--- config.mk ---
export PLATFORM = sky130hd
export DESIGN_NAME = sum_display
export DESIGN_NICKNAME = d
export VERILOG_FILES = /design/src/rtl/sum_display.sv
export SDC_FILE = /design/constraint.sdc
export NUM_CORES = 1
export LEC_CHECK = 0
export ABC_AREA = 1
export BUFFER_PORTS_ARGS = -buffer_cell sky130_fd_sc_hd__buf_4
export CORE_MARGIN = 5
export CORE_UTILIZATION = 35
export DETAILED_ROUTE_END_ITERATION = 16
export GPL_TIMING_DRIVEN = 0
export PLACE_DENSITY_LB_ADDON = 0.15
export SETUP_SLACK_MARGIN = 0.02
export SYNTH_ARGS = -nofsm -noshare
export SYNTH_HDL_FRONTEND = slang
export SYNTH_SLANG_ARGS = --single-unit
--- constraint.sdc ---
create_clock -name clk -period 5.8 [get_ports clk]
set_clock_uncertainty 0.2 [all_clocks]
set_input_delay 1.16 -clock clk [delete_from_list [all_inputs] [get_ports clk]]
set_output_delay 1.16 -clock clk [all_outputs]
set_load 0.03 [all_outputs]
--- src/rtl/sum_display.sv ---
// Double-dabble converter for a 5-bit adder result, driving a 2-digit multiplexed 7-segment display.
// Optional leading-zero blanking of the tens digit is enabled by defining SUM_DISPLAY_BLANK_EN.
module sum_display #(
    parameter int unsigned REFRESH_DIV = 50000
) (
    input  logic       clk,
    input  logic       rst,
    input  logic [4:0] sum_in,
    input  logic       load,
    output logic       busy,
    output logic       done,
    output logic [5:0] bcd_out,
    output logic [6:0] seg,
    output logic [1:0] an
);

    localparam int unsigned BIN_W     = 5;
    localparam int unsigned BCD_W     = 6;
    localparam int unsigned STEP_W    = 3;
    localparam int unsigned NUM_STEPS = 5;
    localparam int unsigned REF_W     = (REFRESH_DIV > 1) ? $clog2(REFRESH_DIV) : 1;

    typedef enum logic [1:0] {
        IDLE  = 2'd0,
        SHIFT = 2'd1,
        DONE  = 2'd2
    } state_t;

    state_t             state, state_next;
    logic [BIN_W-1:0]   bin_q, bin_next;
    logic [BCD_W-1:0]   scratch_q, scratch_next;
    logic [STEP_W-1:0]  step_q, step_next;
    logic [BCD_W-1:0]   bcd_next;
    logic [BCD_W-1:0]   adj;
    logic [BCD_W+BIN_W-1:0] combo;

    logic [REF_W-1:0]   ref_q, ref_next;
    logic               sel_q, sel_next;
    logic [3:0]         digit;
    logic [6:0]         seg_next;

    function automatic logic [6:0] seg_decode(input logic [3:0] d);
        case (d)
            4'd0:    seg_decode = 7'b1000000;
            4'd1:    seg_decode = 7'b1111001;
            4'd2:    seg_decode = 7'b0100100;
            4'd3:    seg_decode = 7'b0110000;
            4'd4:    seg_decode = 7'b0011001;
            4'd5:    seg_decode = 7'b0010010;
            4'd6:    seg_decode = 7'b0000010;
            4'd7:    seg_decode = 7'b1111000;
            4'd8:    seg_decode = 7'b0000000;
            4'd9:    seg_decode = 7'b0010000;
            default: seg_decode = 7'b1111111;
        endcase
    endfunction

    // One double-dabble step; the 2-bit tens nibble never reaches 5, so only units is adjusted.
    always_comb begin
        adj = scratch_q;
        if (scratch_q[3:0] >= 4'd5) begin
            adj[3:0] = scratch_q[3:0] + 4'd3;
        end
        combo = {adj, bin_q} << 1;
    end

    // Conversion FSM next-state and datapath.
    always_comb begin
        state_next   = state;
        bin_next     = bin_q;
        scratch_next = scratch_q;
        step_next    = step_q;
        bcd_next     = bcd_out;
        case (state)
            IDLE: begin
                if (load) begin
                    bin_next     = sum_in;
                    scratch_next = '0;
                    step_next    = '0;
                    state_next   = SHIFT;
                end
            end
            SHIFT: begin
                bin_next     = combo[BIN_W-1:0];
                scratch_next = combo[BCD_W+BIN_W-1:BIN_W];
                step_next    = step_q + STEP_W'(1);
                if (step_q == STEP_W'(NUM_STEPS - 1)) begin
                    bcd_next   = combo[BCD_W+BIN_W-1:BIN_W];
                    state_next = DONE;
                end
            end
            DONE: begin
                state_next = IDLE;
            end
            default: begin
                state_next = IDLE;
            end
        endcase
    end

    always_ff @(posedge clk or posedge rst) begin
        if (rst) begin
            state     <= IDLE;
            bin_q     <= '0;
            scratch_q <= '0;
            step_q    <= '0;
            busy      <= 1'b0;
            done      <= 1'b0;
            bcd_out   <= '0;
        end else begin
            state     <= state_next;
            bin_q     <= bin_next;
            scratch_q <= scratch_next;
            step_q    <= step_next;
            busy      <= (state_next == SHIFT);
            done      <= (state_next == DONE);
            bcd_out   <= bcd_next;
        end
    end

    // Refresh divider and digit mux; seg is decoded from the value bcd_out takes on the same edge.
    always_comb begin
        if (ref_q == REF_W'(REFRESH_DIV - 1)) begin
            ref_next = '0;
            sel_next = ~sel_q;
        end else begin
            ref_next = ref_q + REF_W'(1);
            sel_next = sel_q;
        end
        digit    = sel_next ? {2'b00, bcd_next[5:4]} : bcd_next[3:0];
        seg_next = seg_decode(digit);
`ifdef SUM_DISPLAY_BLANK_EN
        if (sel_next && (bcd_next[5:4] == 2'b00)) begin
            seg_next = 7'b1111111;
        end
`endif
    end

    always_ff @(posedge clk or posedge rst) begin
        if (rst) begin
            ref_q <= '0;
            sel_q <= 1'b0;
            an    <= 2'b10;
            seg   <= 7'b1000000;
        end else begin
            ref_q <= ref_next;
            sel_q <= sel_next;
            an    <= sel_next ? 2'b01 : 2'b10;
            seg   <= seg_next;
        end
    end

endmodule

==> flow_summary.ini <==
[die]
die_w_um = 93.8
die_area_sq_um = 8790
die_h_um = 93.8
initial_core_util = 0.361
ios = 25
num_rows = 30
core_area_sq_um = 6790

[power]
powerDensity_nw_per_um2 = 465
p_seq_frac = 0.360
p_int_uw = 786
swShare = 0.414
power_frac_clock = 0.176
switchingPower_uw = 555
p_leak_uw = 0.00150
peakVddDrop_mv = 0.121
p_comb_frac = 0.464

[synthesis]
syn_area_sq_um = 2450
synth-edff-count = 0
synth_cells = 286
synth_ff_type = dfrtp_1
synth.yosys.seq_area_share = 0.490
synth_nets = 304
ys_ff_latch = 48
syn-mean-instance-area_sq_um = 8.58
yosysWarnings = 0
synth.distinct_cells = 35
async_flop_share = 1.00

[clock_network]
cts.path.max_buffers = 2
cts_num_sinks = 48
numCtsBuffers = 5
post_cts_resized = 0
path_clk_slew_ps = 90
clock_latency_ps = 290
cts_tree = built
root_buffer = clkbuf_8
htreeDepth = 2
cts_setup_buffers = 0
hold_buffers = 0

[grt]
grt_pass1_wl_um = 8570
grt_antenna_before_repair = 0
grt_max_degree = 40
grt-ovfl-total = 0
grtUsageTotal = 0.121
grt_pass1_vias = 1881

[placement]
port_buffers = 24
dp_cells = 407
hpwl_um = 3650
gp_congestion = 0.818

[worst_setup_path]
crit_end = seg[3]
worstSetupPathType = flop to flop
crit_required_ps = 5790
arrival_ps = 2430
cp-end-kind = flop
crit_fanout = 6
regToRegStartpoint = step_q[0]
cp-startpoint = step_q[0]
critPathLaunchType = flop
r2r_cells = 13
r2r_slack_ps = 3360
rr_endpoint = seg[3]

[outcome]
outcome = finished, final reports clean

[timing]
fin_hold_ws_ps = 267
relSlewSlack = 0.691
rsz0062_at_grt = no
fin_crit_sh = 0.421
finalSetupViolCount = 0
finalHoldViolCount = 0
setup-tns-final_ps = 0
worstMarginPinSlew_ps = 460
drv_slew = 0
clock.fmax_mhz = 410
post-route-min-period_ps = 2440

[route]
remaining_drc_errors = 0
ant_nets = 0
drt-initial-drc-count = 60
wirelength_um = 4830
dr_total_vias = 1885
firstDrtPassIters = 4
wl_per_cell_um = 11.6
vias_per_cell = 4.54

[run]
maxCapViolations = 0

[layout]
fin_nets = 336
layoutNonFillerInstCount = 415
seq_area_sq_um = 1200
fillCellCount = 712
drive_gt1_frac = 0.210
diodes = 0
multi_input_area_sq_um = 1080
syn_to_final_growth_pct = 17.4

[worst_hold_path]
hp-class = flop to flop
-- synthesized netlist by cell type (3+ instances only) --
cell type / n / area [sq um]
nand2_2: 5 / 31.3
xor2_1: 3 / 26.3
dfrtp_1: 46 / 1150
nand2_4: 6 / 67.6
nand2_1: 60 / 225
inv_2: 6 / 22.5
inv_1: 34 / 128
o22ai_1: 3 / 18.8
ha_1: 10 / 125
nand4_1: 4 / 25.0
nor3_1: 5 / 25.0
nor2_1: 24 / 90.1
nand3_1: 25 / 125
nor2_2: 3 / 18.8
a21oi_1: 8 / 40.0
o21ai_0: 19 / 95.1
-- logic make-up after synthesis --
group           Yosys count  synth area share
compound gates           39            0.0938
flops                    48             0.490
buf+inv                  45            0.0714
fa+ha+maj                10            0.0510
xor+xnor                  3            0.0107
simple gates            141             0.283
-- cell usage in the layout, fill, tap and decap left out, drive strengths merged, types with 2 or more instances in the layout --
master   n
a31oi    2
nand2   71
nor4     2
a21oi    9
nand3   27
o22ai    3
clkinv   2
inv     40
o21ai   22
or2      2
dfstp    2
ha      10
nand4    4
dfrtp   46
buf     27
xor2     3
nor2    28
nor3     5
nand3b   2
clkbuf   8
-- how the worst min path moves through the flow --
stage	from	endpoint	slack [ps]	depth (start not counted)
after floorplan	ref_q[0]	ref_q[0]	230	1
after global placement	ref_q[0]	ref_q[0]	250	1
after detailed placement	ref_q[0]	ref_q[0]	260	1
after CTS	ref_q[0]	ref_q[0]	270	1
after global routing	ref_q[0]	ref_q[0]	290	1
final	ref_q[0]	ref_q[0]	270	1
-- critical path, cell delays in order (launching register included) --
cell and delay [ps]:
dfrtp_1 390, inv_1 90, ha_1 180, nand2_2 130, inv_2 120, nand3_2 130, o21ai_1 210, nand3_1 150
nand2_4 130, inv_1 80, ha_1 280, nand3_1 90, nand3_1 100, nand2_1 50
-- area by class of cell --
type                    instances  share of cell area
plain buffers                   4             0.00694
repair buffers                 25              0.0694
clock buffers                   6              0.0252
flip-flops and latches         48               0.418
multi-input cells             193               0.373
inverters                      41              0.0538
clock inverters                 2              0.0122
well taps                      96              0.0417
-- layer usage --
metal  track usage  routed length, um  up-vias
met1         0.160               2330      864
met3        0.0288                200        5
met2         0.197               2230       33
li1              -                  -      983
met4        0.0361                 59        0
met5             0                  0        -
-- state kept, by name, indices dropped and copies added, names as in the netlist --
signal,flops
bcd_out,6
done,1
an,2
bin_q,5
ref_q,16
state,2
busy,1
step_q,3
seg,7
scratch_q,5
-- power groups by stage --
stage | clock (uW) | sequential (uW) | combinational (uW)
global placement | 0 | 490 | 623
finish | 236 | 483 | 622
global route | 265 | 495 | 708
detailed placement | 0 | 490 | 629
CTS | 251 | 484 | 632
floorplan | 0 | 578 | 369
-- stage by stage --
stage / cell area, sq um / utilization / power, uW / setup WS (ps)
5_1_grt: 2880 / 0.424 / 1470 / 3120
2_1_floorplan: 2450 / - / 947 / 3300
3_5_place_dp: 2780 / 0.408 / 1120 / 3360
3_3_place_gp: 2760 / 0.406 / 1110 / 2600
4_1_cts: 2880 / 0.424 / 1370 / 3340
6_report: 2880 / 0.424 / 1340 / 3360
Note: power is estimated with default switching activity, not from simulation.
